**config.mk**
```make
export PLATFORM = sky130hd
export DESIGN_NAME = led_pattern_gen
export DESIGN_NICKNAME = d
export VERILOG_FILES = /design/src/rtl/led_pkg.sv /design/src/rtl/led_pattern_gen.sv
export SDC_FILE = /design/constraint.sdc
export NUM_CORES = 1
export LEC_CHECK = 0
export ABC_AREA = 1
export CORE_ASPECT_RATIO = 1.75
export CORE_UTILIZATION = 57
export DETAILED_ROUTE_END_ITERATION = 12
export PLACE_DENSITY = 0.9
export SYNTH_ARGS = -nofsm -noshare
export SYNTH_HDL_FRONTEND = slang
export SYNTH_SLANG_ARGS = --single-unit
export TNS_END_PERCENT = 50
```
**constraint.sdc**
```tcl
create_clock -name clk_now -period 2.27 [get_ports clk_now]
set_input_delay 0.227 -clock clk_now [delete_from_list [all_inputs] [get_ports clk_now]]
set_output_delay 0.227 -clock clk_now [all_outputs]
set_load 0.1 [all_outputs]
```
**src/rtl/led_pkg.sv**
```systemverilog
// rtl/led_pkg.sv - shared mode and bounce-direction encodings for the LED pattern engine
package led_pkg;

    typedef logic [1:0] mode_t;

    localparam mode_t MODE_BLINK  = 2'd0;
    localparam mode_t MODE_ROTATE = 2'd1;
    localparam mode_t MODE_BOUNCE = 2'd2;
    localparam mode_t MODE_FILL   = 2'd3;

    localparam logic DIR_UP   = 1'b0;
    localparam logic DIR_DOWN = 1'b1;

endpackage

```
**src/rtl/led_pattern_gen.sv**
```systemverilog
// rtl/led_pattern_gen.sv - parametrised LED pattern engine: blink, rotate, bounce, fill/drain
// Steps once every DWELL enabled ticks; wrap pulses when a pattern period completes.
module led_pattern_gen
    import led_pkg::*;
#(
    parameter int WIDTH = 16,
    parameter int DWELL = 1
) (
    input  logic             clk_now,
    input  logic             rst,
    input  logic             en,
    input  logic [1:0]       mode,
    input  logic             dir,
    output logic [WIDTH-1:0] led,
    output logic             wrap
);

    localparam int CW = (DWELL > 1) ? $clog2(DWELL) : 1;
    localparam int PW = $clog2(WIDTH);

    localparam logic [CW-1:0]    CNT_LAST = CW'(DWELL - 1);
    localparam logic [PW-1:0]    POS_LAST = PW'(WIDTH - 1);
    localparam logic [PW-1:0]    POS_ONE  = PW'(1);
    localparam logic [WIDTH-1:0] LED_ONES = {WIDTH{1'b1}};
    localparam logic [WIDTH-1:0] LED_ONE  = WIDTH'(1);

    logic [WIDTH-1:0] r_led;
    logic             r_wrap;
    mode_t            r_mode_q;
    logic [CW-1:0]    r_dwell_cnt;
    logic [PW-1:0]    r_pos;
    logic             r_bdir;
    logic             r_fill_q;

    logic [WIDTH-1:0] w_step_led;
    logic             w_step_wrap;
    logic [PW-1:0]    w_step_pos;
    logic             w_step_bdir;
    logic             w_step_fill;
    logic             w_reload;
    logic             w_step;

    function automatic logic [WIDTH-1:0] seed(input mode_t m);
        case (m)
            MODE_BLINK: seed = LED_ONES;
            MODE_FILL:  seed = '0;
            default:    seed = LED_ONE;
        endcase
    endfunction

    assign w_reload = (mode != r_mode_q);
    assign w_step   = en && (r_dwell_cnt == CNT_LAST);

    // Next pattern state for one step of the currently loaded mode.
    always_comb begin
        w_step_led  = r_led;
        w_step_wrap = 1'b0;
        w_step_pos  = r_pos;
        w_step_bdir = r_bdir;
        w_step_fill = r_fill_q;
        case (r_mode_q)
            MODE_BLINK: begin
                w_step_led  = ~r_led;
                w_step_wrap = (r_led == '0);
            end
            MODE_ROTATE: begin
                if (dir)
                    w_step_led = {r_led[0], r_led[WIDTH-1:1]};
                else
                    w_step_led = {r_led[WIDTH-2:0], r_led[WIDTH-1]};
                w_step_wrap = (w_step_led == LED_ONE);
            end
            MODE_BOUNCE: begin
                if (r_bdir == DIR_UP) begin
                    if (r_pos == POS_LAST) begin
                        w_step_bdir = DIR_DOWN;
                        w_step_pos  = POS_LAST - POS_ONE;
                    end else begin
                        w_step_pos  = r_pos + POS_ONE;
                    end
                end else if (r_pos == '0) begin
                    w_step_bdir = DIR_UP;
                    w_step_pos  = POS_ONE;
                end else begin
                    w_step_pos  = r_pos - POS_ONE;
                end
                w_step_led  = LED_ONE << w_step_pos;
                w_step_wrap = (w_step_pos == '0);
            end
            MODE_FILL: begin
                // Turn around at full/empty without repeating the endpoint value.
                if (r_fill_q) begin
                    if (r_led == LED_ONES) begin
                        w_step_fill = 1'b0;
                        w_step_led  = {r_led[WIDTH-2:0], 1'b0};
                    end else begin
                        w_step_led  = {r_led[WIDTH-2:0], 1'b1};
                    end
                end else if (r_led == '0) begin
                    w_step_fill = 1'b1;
                    w_step_led  = {r_led[WIDTH-2:0], 1'b1};
                end else begin
                    w_step_led  = {r_led[WIDTH-2:0], 1'b0};
                end
                w_step_wrap = (w_step_led == '0);
            end
        endcase
    end

    always_ff @(posedge clk_now or posedge rst) begin
        if (rst) begin
            r_led       <= LED_ONES;
            r_wrap      <= 1'b0;
            r_mode_q    <= MODE_BLINK;
            r_dwell_cnt <= '0;
            r_pos       <= '0;
            r_bdir      <= DIR_UP;
            r_fill_q    <= 1'b1;
        end else if (w_reload) begin
            r_mode_q    <= mode;
            r_led       <= seed(mode);
            r_dwell_cnt <= '0;
            r_pos       <= '0;
            r_bdir      <= DIR_UP;
            r_fill_q    <= 1'b1;
            r_wrap      <= 1'b0;
        end else if (w_step) begin
            r_dwell_cnt <= '0;
            r_led       <= w_step_led;
            r_pos       <= w_step_pos;
            r_bdir      <= w_step_bdir;
            r_fill_q    <= w_step_fill;
            r_wrap      <= w_step_wrap;
        end else if (en) begin
            r_dwell_cnt <= r_dwell_cnt + CW'(1);
            r_wrap      <= 1'b0;
        end else begin
            r_wrap      <= 1'b0;
        end
    end

    assign led  = r_led;
    assign wrap = r_wrap;

endmodule

```
* Word-level counts from Yosys, hierarchy flattened *
Cells that the tools add are included.

word-level totals
  register bits after elaboration = 26
  bits in latches = 0
  bits in writable memories = 0
  memory bits (read-only) = 0
  input bits = 6
  memories kept = 0

operators by class
  add/sub/neg operators = 3
  multiply operators = 0
  divide/modulo/power cells = 0
  $lt $le $gt $ge = 0
  equality and inequality tests = 8
  shift operators = 1
  muxes and demuxes = 35
  bitwise operators = 2
  reduce and logical (&&, ||, !) cells = 13

operators with widths
  operator                                          number
  2-to-1 mux 16 bit                                 5
  one-hot mux 16 bit (4 select lines)               1
  zero test 16 bit                                  2
  one-hot mux 16 bit (2 select lines)               1
  2-to-1 mux 4 bit                                  7
  2-to-1 mux 1 bit                                  20
  == test 16 x 1 -> 1 bit, second input constant    1
  == test 16 bit, second input constant             1
  NOT 16 bit                                        1
  left shift 1 x 4 -> 16 bit, first input constant  1
  zero test 4 bit                                   2
  == test 2 bit, second input constant              3
  nonzero test 2 bit                                3
  adder 4 x 1 -> 4 bit, second input constant       1
  == test 4 bit, second input constant              1
  zero test 2 bit                                   2
  one-hot mux 1 bit (4 select lines)                1
  AND reduction 2 bit                               2
  subtractor 4 x 1 -> 4 bit, second input constant  1
  nonzero test 3 bit                                1
  == test 2 x 1 -> 1 bit, second input constant     1
  != test 2 bit                                     1
  adder 1 bit, second input constant                1
  logical AND 1 bit                                 1
  NOT 1 bit                                         1

* Depth between registers and ports, before layout *
  depth in word-level cells = 8
  mapped depth = 12
  depth with buffers taken out = 12

* Least setup slack after synthesis *
OpenSTA, ideal clock, no wires.

  kind = register to register
  from = register r_led[15] (netlist: led[15])
  to = register r_wrap (netlist: wrap)
  library setup time = 77 ps
  data arrival time = 1,644 ps
  data required time = 2,193 ps
  setup slack = 549 ps
  stages on the path, launching flop included = 9
  buffers on the path = 0
  clock period less this slack = 1,721 ps
  cell sequence = dfstp_2 inv_1 o21ai_0 nand3_1 nor3_1 nand3_1 nand2_1 inv_1 a21oi_1

between the ends
  longest elaborated chain between the ends = 8
  elaborated cells on any way between the ends = 13
  those cells by class = 2 x eq/ne; 9 x mux; 2 x reduce/logical

ends and longest elaborated chain
  item                                                RTL line                                                             text
  start: declaration                                  led_pattern_gen.sv:27                                                logic [WIDTH-1:0] r_led;
  start signal: assignment                            led_pattern_gen.sv:121                                               r_led <= seed(mode);
  start signal: assignment                            led_pattern_gen.sv:129                                               r_led <= w_step_led;
  == test 16 bit or zero test 16 bit (tied branches)  led_pattern_gen.sv:93, led_pattern_gen.sv:64, led_pattern_gen.sv:99
  2-to-1 mux 1 bit, on equally long branches          led_pattern_gen.sv:93, led_pattern_gen.sv:99
  2-to-1 mux 1 bit                                    led_pattern_gen.sv:92                                                if (r_fill_q) begin
  2-to-1 mux 16 bit                                   led_pattern_gen.sv:61                                                case (r_mode_q)
  zero test 16 bit                                    led_pattern_gen.sv:105                                               w_step_wrap = (w_step_led == '0);
  one-hot mux 1 bit (4 select lines) (*)              led_pattern_gen.sv:61
  2-to-1 mux 1 bit (*)                                led_pattern_gen.sv:127                                               end else if (w_step) begin
  2-to-1 mux 1 bit (*)                                led_pattern_gen.sv:119                                               end else if (w_reload) begin
  end signal: assignment                              led_pattern_gen.sv:133                                               r_wrap <= w_step_wrap;
  end: declaration                                    led_pattern_gen.sv:28                                                logic r_wrap;

Mark *: on every way between the ends. The rest lies on a longest branch, timed or not. The select of a mux whose other input is x is not followed.
A chain may end at the register's enable or synchronous reset.

* Worst setup path after layout *
  from = register r_pos[0]
  to = register r_wrap (netlist: wrap)

between the ends
  longest elaborated chain between the ends = 8
  elaborated cells on any way between the ends = 12
  those cells by class = 2 x add/sub; 1 x eq/ne; 7 x mux; 2 x reduce/logical

ends and longest elaborated chain
  item                                          RTL line                                      text
  start: declaration                            led_pattern_gen.sv:31                         logic [PW-1:0] r_pos;
  start signal: assignment                      led_pattern_gen.sv:130                        r_pos <= w_step_pos;
  adder 4 x 1 -> 4 bit (tied with other cells)  led_pattern_gen.sv:79                         w_step_pos = r_pos + POS_ONE;
  2-to-1 mux 4 bit, on equally long branches    led_pattern_gen.sv:75, led_pattern_gen.sv:81
  2-to-1 mux 4 bit (*)                          led_pattern_gen.sv:74                         if (r_bdir == DIR_UP) begin
  2-to-1 mux 4 bit (*)                          led_pattern_gen.sv:61
  zero test 4 bit (*)                           led_pattern_gen.sv:88                         w_step_wrap = (w_step_pos == '0);
  one-hot mux 1 bit (4 select lines) (*)        led_pattern_gen.sv:61
  2-to-1 mux 1 bit (*)                          led_pattern_gen.sv:127
  2-to-1 mux 1 bit (*)                          led_pattern_gen.sv:119

Marks and branches as above.

==> metrics.cfg <==
[run_status]
outcome=completed

[route]
vias_per_cell=6.00
num_vias=2510
antenna_left=0
wire_per_inst_um=15.7
drt_iter0_drc=154
drc=0
dr.pass1.iters=6
routed_wl_um=6560

[die]
initial_core_util=0.605
dieArea_mm2=0.00415
die_h_um=84.5
chipWidth_um=49.1
io_pins=23
num_rows=29
core_area_mm2=0.00366

[placed_design]
globalplace.congestion=0.945
place.detailed.hpwl_um=4930
portBuffers=22
placed_area_mm2=0.00243

[pwr]
ir_drop_uv=586
leakagePower_nw=1.16
p_per_area_mw_per_mm2=694

[synth]
synthCells=354
synth_area_leaders=dfstp_2 (20%), nand2_1 (16%), dfrtp_1 (10%)
synth_area_leader_cell=dfstp_2
ys_dominant_reg_cell=dfstp_2
ys_seq_area_frac=0.303
synth-seq-cells=26
synth_commonest_cells=nand2_1 (96), nor2_1 (47), inv_1 (35)
synth_top_area_frac=0.201
synth.most_common_cell=nand2_1
synth_nets=362
synth_cell_types=24
ys_warn_count=0
synth_async_sr_flop_share=1.00
synth_edf_count=0
syn_area_per_cell_um2=6.26
synthesis.area_mm2=0.00222

[global_route]
gr-total-overflow=0
grt_antenna_before_repair=0
grt_pass1_wl_um=10500
grt_max_degree=33
grtUsageTotal=0.324
grt_pass1_vias=2275

[worst_setup_path]
worstReg2RegStart=r_pos[0]
slowest_stage=dfrtp_1
worstRegToRegCells=12
worst_setup_path_end_kind=flop
required_ns=2.45
max_stage_delay_ns=0.46
path_max_fanout=6
r2r_slack_ns=0.25
critPathArrivalTime_ns=2.21
endpoint=wrap
reg2reg_to=wrap
crit_path_start=r_pos[0]
crit_chain=inv_1 -> ha_1 -> inv_1 -> nand2_1 -> nand3_1 -> nand2_1 -> nand2_1 -> nor2_1 -> nand2_1 -> nand2_1 -> inv_1 -> a21oi_1
critPathKind=reg2reg
crit_path_start_kind=flop
crit_path_frequent_cell=nand2_1

[timing]
worst_slew_margin_rel=0.534
finalHoldViolCount=0
tns_ns=0
rsz0062_at_grt=false
finalMaxSlewViolations=0
fin_crit_ns=2.02
setup-violations-final=0
fmax_ghz=0.494
tightest_slew_ns=0.692
period_share=0.891
skew_ns=0.00560

[clocking]
post-cts-setup-buffer-count=0
clock-root-buffer=clkbuf_8
post_cts_resized=0
h-tree-depth=1
cts_tree=built
clockBufferDepth=2
insertion_delay_ns=0.27
cts_buffers=3
clock-sinks=26
path_clk_slew_ns=0.09
cts_hold_buf=0

[min_path]
hold_class=in2async

[finish]
insertedDiodeCount=0
design_area_mm2=0.00248
drive_gt1_frac=0.175
nNetsFinal=381
area_growth_pct=11.9

[job]
cap_violations=0

## cells by family (layout without fill, tap and decap cells)
| logic type | Yosys count | in the layout | share of synthesized area |
|---|---|---|---|
| xor+xnor | 3 | 3 | 0.0119 |
| compound gates | 83 | 83 | 0.220 |
| fa+ha+maj | 2 | 2 | 0.0113 |
| simple gates | 186 | 186 | 0.351 |
| flops | 26 | 26 | 0.303 |
| buf+inv | 54 | 72 | 0.103 |
## how the worst min path moves through the flow
| stage | end | slack, ns | cells past startpoint |
|---|---|---|---|
| finish | r_dwell_cnt | 0.30 | 3 |
| floorplan | r_bdir | 0.25 | 1 |
| detailed placement | r_dwell_cnt | 0.50 | 2 |
| global placement | r_dwell_cnt | 0.49 | 2 |
| CTS | r_dwell_cnt | 0.31 | 3 |
| global route | r_pos[3] | 0.35 | 3 |
## where the power goes
| part | switching (mW) | internal (mW) | leakage, nW | total (mW) |
|---|---|---|---|---|
| registers | 0.0908 | 0.546 | 0.299 | 0.637 |
| logic | 0.598 | 0.187 | 0.835 | 0.785 |
| clock network | 0.145 | 0.155 | 0.0288 | 0.300 |
## state kept, by name, summed over array words and instances (netlist names)
signal,cells
r_bdir,1
r_pos,4
r_fill_q,1
led,16
r_mode_q,2
r_dwell_cnt,1
wrap,1
## per-stage QoR
stage          power [mW]  utilization  hold WS, ns  cells  worst slack (ns)
2_1_floorplan        1.24            -        0.254    354             0.549
3_3_place_gp         1.40        0.662        0.491    414             0.359
3_5_place_dp         1.41        0.662        0.502    414             0.301
4_1_cts              1.71        0.677        0.312    418             0.287
5_1_grt              1.79        0.677        0.346    418            0.0512
6_report             1.72        0.677        0.300    418             0.247
## metal layers
| metal | part of all wire | global-route usage | wire (um) |
|---|---|---|---|
| met4 | 0.041 | 0.166 | 271 |
| met5 | 0 | 0 | 0 |
| met2 | 0.53 | 0.569 | 3460 |
| met3 | 0.054 | 0.0362 | 352 |
| met1 | 0.38 | 0.378 | 2470 |
## cell usage in the layout (no fill, tap or decap), drive strengths merged
cell type / Yosys / routed
nor3: 4 / 4
clkbuf: 5 / 4
inv: 39 / 39
o22ai: 15 / 15
nor2: 48 / 48
dfrtp: 9 / 9
nand2: 98 / 98
nand3: 23 / 23
clkdlybuf4s50: 0 / 5
nand4: 12 / 12
ha: 2 / 2
dfstp: 17 / 17
o211ai: 1 / 1
a21oi: 36 / 36
o31ai: 1 / 1
a21o: 1 / 1
o21ai: 29 / 29
buf: 10 / 24
xnor2: 3 / 3
nand3b: 1 / 1
## final cells by class
cell class	instances	area, um^2
clock buffers	4	55.1
fillers	360	1180
inverters	39	146
multi-input cells	274	1320
flip-flops and latches	26	672
well taps	46	57.6
repair buffers	29	230
## worst max-delay path, delay by kind of cell, from the launching register on
kind	cells	cell delay [ns]
AND/OR/NAND/NOR	7	0.77
flip-flops	1	0.46
buffers and inverters	3	0.28
adder cells (fa/ha/maj)	1	0.26
AO/OA/AOI/OAI	1	0.16
Note: power is estimated with default switching activity, not from simulation.
